$ cat config.mk
export PLATFORM = sky130hd
export DESIGN_NAME = uart_tx
export DESIGN_NICKNAME = d
export VERILOG_FILES = /design/src/rtl/uart_tx_pkg.sv /design/src/rtl/baud_tick_gen.sv /design/src/rtl/uart_tx.sv
export SDC_FILE = /design/constraint.sdc
export NUM_CORES = 1
export LEC_CHECK = 0
export ABC_AREA = 0
export CORE_MARGIN = 2
export CORE_UTILIZATION = 43
export CTS_CLUSTER_DIAMETER = 100
export CTS_CLUSTER_SIZE = 20
export DETAILED_ROUTE_END_ITERATION = 6
export GPL_TIMING_DRIVEN = 0
export SLEW_MARGIN = 30
export SYNTH_ARGS = -nofsm -noshare
export SYNTH_HDL_FRONTEND = slang
export SYNTH_SLANG_ARGS = --single-unit
$ cat constraint.sdc
create_clock -name clk_i -period 2.55 [get_ports clk_i]
set_input_delay 0.51 -clock clk_i [delete_from_list [all_inputs] [get_ports clk_i]]
set_output_delay 0.51 -clock clk_i [all_outputs]
set_load 0.01 [all_outputs]
$ cat src/rtl/uart_tx_pkg.sv
// Shared UART packages: build-time defaults and the transmitter state encoding.
package config_pkg;
  localparam int UartClksPerBit = 104;
  localparam int UartStopBits   = 1;
endpackage

package decoder_pkg;
  typedef enum logic [1:0] {
    IDLE  = 2'd0,
    START = 2'd1,
    DATA  = 2'd2,
    STOP  = 2'd3
  } uart_tx_state_t;
endpackage

$ cat src/rtl/baud_tick_gen.sv
// Baud counter: counts 0..ClksPerBit-1 while running and flags the last cycle
// of each bit period. Shared with the receiver.
module baud_tick_gen #(
  parameter int ClksPerBit = 104
) (
  input  logic clk_i,
  input  logic reset_i,
  input  logic clear_i,
  input  logic run_i,
  output logic tick_o
);
  localparam int CntW = (ClksPerBit > 1) ? $clog2(ClksPerBit) : 1;
  localparam logic [CntW-1:0] CntMax = CntW'(ClksPerBit - 1);

  logic [CntW-1:0] cnt_q, cnt_d;

  assign tick_o = run_i && (cnt_q == CntMax);

  // Next count: clear wins, otherwise advance and wrap only while running.
  always_comb begin
    cnt_d = cnt_q;
    if (clear_i)    cnt_d = '0;
    else if (run_i) cnt_d = tick_o ? '0 : cnt_q + CntW'(1);
  end

  // Counter register.
  always_ff @(posedge clk_i or negedge reset_i) begin
    if (!reset_i) cnt_q <= '0;
    else          cnt_q <= cnt_d;
  end
endmodule

$ cat src/rtl/uart_tx.sv
// 8N1/8N2 serial transmitter draining the UART byte FIFO. Pops one byte per
// frame and supports back-to-back frames with no idle gap. All outputs are
// flops so the pad sees no combinational path from any input.
module uart_tx
  import config_pkg::*;
  import decoder_pkg::*;
#(
  parameter int ClksPerBit = UartClksPerBit,
  parameter int StopBits   = UartStopBits
) (
  input  logic       clk_i,
  input  logic       reset_i,
  input  logic       enable_i,
  input  logic [7:0] data_i,
  input  logic       have_next_i,
  output logic       next_o,
  output logic       tx_o,
  output logic       busy_o
);
  // bit_cnt doubles as the stop-bit counter inside STOP.
  localparam logic [2:0] LastStop = 3'(StopBits - 1);

  uart_tx_state_t state_q, state_d;
  logic [7:0]     shreg_q, shreg_d;
  logic [2:0]     bit_cnt_q, bit_cnt_d;
  logic           tx_q, tx_d;
  logic           next_q, next_d;
  logic           busy_q, busy_d;
  logic           start;
  logic           tick;

  baud_tick_gen #(.ClksPerBit(ClksPerBit)) u_baud (
    .clk_i  (clk_i),
    .reset_i(reset_i),
    .clear_i(start),
    .run_i  (state_q != IDLE),
    .tick_o (tick)
  );

  // Next-state, shifter and registered-output decode.
  always_comb begin
    state_d   = state_q;
    shreg_d   = shreg_q;
    bit_cnt_d = bit_cnt_q;
    start     = 1'b0;
    unique case (state_q)
      IDLE:  if (have_next_i && enable_i) start = 1'b1;
      START: if (tick) state_d = DATA;
      DATA: begin
        if (tick) begin
          shreg_d = shreg_q >> 1;
          if (bit_cnt_q == 3'd7) begin
            state_d   = STOP;
            bit_cnt_d = 3'd0;
          end else begin
            bit_cnt_d = bit_cnt_q + 3'd1;
          end
        end
      end
      STOP: begin
        if (tick) begin
          if (bit_cnt_q == LastStop) begin
            if (have_next_i && enable_i) start = 1'b1;
            else                         state_d = IDLE;
          end else begin
            bit_cnt_d = bit_cnt_q + 3'd1;
          end
        end
      end
      default: state_d = IDLE;
    endcase
    // Frame start (from IDLE or straight out of the last stop cycle).
    if (start) begin
      state_d   = START;
      shreg_d   = data_i;
      bit_cnt_d = 3'd0;
    end
    // Line level follows the state being entered so tx changes with it.
    unique case (state_d)
      START:   tx_d = 1'b0;
      DATA:    tx_d = shreg_d[0];
      default: tx_d = 1'b1;
    endcase
    next_d = start;
    busy_d = (state_d != IDLE);
  end

  // State and output registers; reset drives the line idle-high immediately.
  always_ff @(posedge clk_i or negedge reset_i) begin
    if (!reset_i) begin
      state_q   <= IDLE;
      shreg_q   <= 8'h00;
      bit_cnt_q <= 3'd0;
      tx_q      <= 1'b1;
      next_q    <= 1'b0;
      busy_q    <= 1'b0;
    end else begin
      state_q   <= state_d;
      shreg_q   <= shreg_d;
      bit_cnt_q <= bit_cnt_d;
      tx_q      <= tx_d;
      next_q    <= next_d;
      busy_q    <= busy_d;
    end
  end

  assign tx_o   = tx_q;
  assign next_o = next_q;
  assign busy_o = busy_q;
endmodule
==> flow_metrics.py <==
metrics = {
    "timing": {
        "clock_skew_ns": 0.00598,
        "hold_viol_final": 0,
        "rsz0062_at_grt": "no",
        "tightest_slew_ns": 0.506,
        "fin_ws_ns": 0.355,
        "tns_ns": 0,
        "min_period_ns": 2.20,
        "slew_violations": 0,
        "max_slew_margin_pct": 66.3,
        "setup_viol": 0,
        "fin_crit_sh_pct": 86.1,
        "fmax_mhz": 456,
    },
    "finish": {
        "syn2layout_area_growth_pct": 16.0,
        "drive_gt1_share_pct": 12.6,
        "num_antenna_cells": 0,
        "fin_nets": 173,
    },
    "pwr": {
        "power.density_mw_per_mm2": 548,
        "leakage_nw": 0.726,
        "peakVddDrop_mv": 0.236,
    },
    "synthesis": {
        "ys_seq_area_share_pct": 42.7,
        "ys_ff_latch": 23,
        "synthDistinctLibCells": 43,
        "synthArstFlopShare_pct": 100,
        "synth-edff-count": 0,
        "netlist_instances": 133,
        "syn_area_mm2": 0.00135,
        "syn-num-nets": 154,
        "yosys_most_used_dff": "dfrtp_1",
        "ys_warn_count": 0,
        "avgSynthCellArea_um2": 10.2,
    },
    "drt": {
        "initialDrtViolationCount": 16,
        "drc_errors": 0,
        "wl_um": 2630,
        "vias": 1020,
        "routed_via_density": 5.23,
        "drt_first_pass_iters": 4,
        "ant_nets": 0,
        "wl_per_cell_um": 13.5,
    },
    "setup_path": {
        "endpoint_kind": "register",
        "cp_max_fo": 7,
        "r2r_cells": 7,
        "timing.critical_path.cells": "inv_1 -> ha_1 -> or4b_4 -> o2bb2ai_2 -> a221oi_2 -> nor4b_1 -> a211oi_1",
        "critPathTopFamily": "simple AND/OR/NAND/NOR gates",
        "slowest_stage": "or4b_4",
        "slowest_delay_ns": 0.57,
        "cp_data_required_time_ns": 2.79,
        "worst-endpoint-arrival_ns": 2.44,
        "critical_path_class": "register to register",
        "path_depth": 7,
        "critPathLaunchType": "register",
        "cp.buffers_inverters": 1,
    },
    "clocking": {
        "h-tree-depth": 1,
        "cts_buffer_depth": 2,
        "cts_tree": "done",
        "cts_hold_buf": 0,
        "cts.sinks": 23,
        "cts_post_setup_buffers_inserted": 0,
        "cts_root_buf": "clkbuf_4",
        "post_cts_resized": 0,
        "cts_buffers": 3,
        "clock_latency_ns": 0.32,
        "path_clk_slew_ns": 0.13,
    },
    "die": {
        "initial_utilization_pct": 44.6,
        "core_area_mm2": 0.00303,
        "ios": 15,
        "rows": 20,
        "die_area_mm2": 0.00360,
        "die_y_um": 60.0,
        "die_w_um": 60.0,
    },
    "outcome": {
        "outcome": "completed",
    },
    "global_routing": {
        "grt_pass1_wl_um": 4510,
        "grt_use_total_pct": 17.2,
        "grt_pass1_vias": 930,
        "gr-total-overflow": 0,
        "grt_max_degree": 24,
        "antenna_found_initial": 0,
    },
    "placed_design": {
        "dp_slack_ns": 0.397,
        "portBuffers": 14,
        "place.gp.congestion": 0.814,
        "dpl.hpwl_um": 1950,
    },
    "run": {
        "drv_cap": 0,
    },
    "min_path": {
        "worstHoldPathType": "input port to async pin",
    },
}
## power breakdown
| group | internal, W | switching, W |
|---|---|---|
| combinational | 0.000106 | 0.000105 |
| clock | 0.0000613 | 0.000112 |
| sequential | 0.000430 | 0.0000432 |
## layout make-up
| type | count | area [µm²] |
|---|---|---|
| fill | 294 | 1460 |
| multi-input combinational | 101 | 736 |
| sequential | 23 | 577 |
| timing repair buffer | 14 | 135 |
| tap | 44 | 55.1 |
| clock buffer | 4 | 26.3 |
| inverter | 6 | 22.5 |
| buffer | 3 | 15.0 |
## worst paths after layout
check                                start               to  slack (ns)
max in group asynchronous          reset_i             tx_o        2.05
max reg2reg                     state_q[0]             tx_o        0.35
min in group clk_i         u_baud.cnt_q[0]  u_baud.cnt_q[0]        0.51
min                                reset_i  u_baud.cnt_q[5]        0.14
max                             state_q[0]             tx_o        0.35
min reg2reg                u_baud.cnt_q[0]  u_baud.cnt_q[0]        0.51
## layout by cell type, fill, tap and decap left out, drive strengths merged
cell	n
mux2i	8
o21ai	16
inv	6
a211oi	2
or4	1
dfstp	1
or3	1
nor2	12
nor4	1
clkbuf	4
a31oi	2
o41ai	1
o21bai	1
buf	4
a41oi	1
o31ai	1
dfrtp	22
nand4	1
o21a	1
nand2	12
nand2b	2
and2	1
a22o	2
mux2	2
or2	1
nor3	4
a21oi	1
nor2b	3
xnor2	1
and4	1
clkdlybuf4s50	13
ha	9
a32o	1
nor4b	1
or4b	1
and3	3
a221oi	1
nand3	3
a21o	1
o2bb2ai	2
## through the flow
step	hold WS, ns	power [W]	cell area, µm²	utilization, %	cells
2_1_floorplan	0.214	0.000620	1350	-	133
3_3_place_gp	0.486	0.000687	1550	51.0	191
3_5_place_dp	0.500	0.000695	1540	50.9	191
5_1_grt	0.169	0.000915	1570	51.7	195
4_1_cts	0.154	0.000872	1570	51.7	195
6_report	0.135	0.000858	1570	51.7	195
## synth_stat cells, drive strengths merged, types with 2 or more instances
master	count	share of area (%)
nor2b	3	1.4
a211oi	2	1.1
buf	3	1.1
nor2	12	3.3
nand3	3	2.0
nand2	12	3.3
dfrtp	22	41
o2bb2ai	2	1.8
o21ai	16	5.9
nor3	4	2.7
mux2	2	1.7
inv	6	1.7
mux2i	8	5.9
and3	3	1.4
ha	9	8.3
a22o	2	1.3
a31oi	2	0.93
nand2b	2	0.93
## flip-flops by register name, summed over array words and instances, names as in the netlist
signal and flops:
busy_o 1, next_o 1, shreg_q 8, bit_cnt_q 3
u_baud.cnt_q 7, state_q 2, tx_o 1
## per-layer routing
metal	GRT usage, %	share of wire [%]
met5	0	0
met4	10.2	2.2
met3	3.03	2.1
met2	22.5	44
met1	26.0	51
## kinds of logic after synthesis
group                      share of synthesized area (%)
AOI/OAI and AO/OA                                   17.3
xor gates and xnor gates                           0.649
adders and majority gates                           8.34
buffers and inverters                               2.78
DFF                                                 42.7
muxes                                               7.60
and+or+nand+nor                                     20.6
## worst register-to-register path: stages, from the launching register on
cell and delay, ns:
dfrtp_1 0.43, inv_1 0.12, ha_1 0.33, or4b_4 0.57, o2bb2ai_2 0.17, a221oi_2 0.09, nor4b_1 0.31, a211oi_1 0.09
No activity file was read; power rests on OpenSTA's default activity.
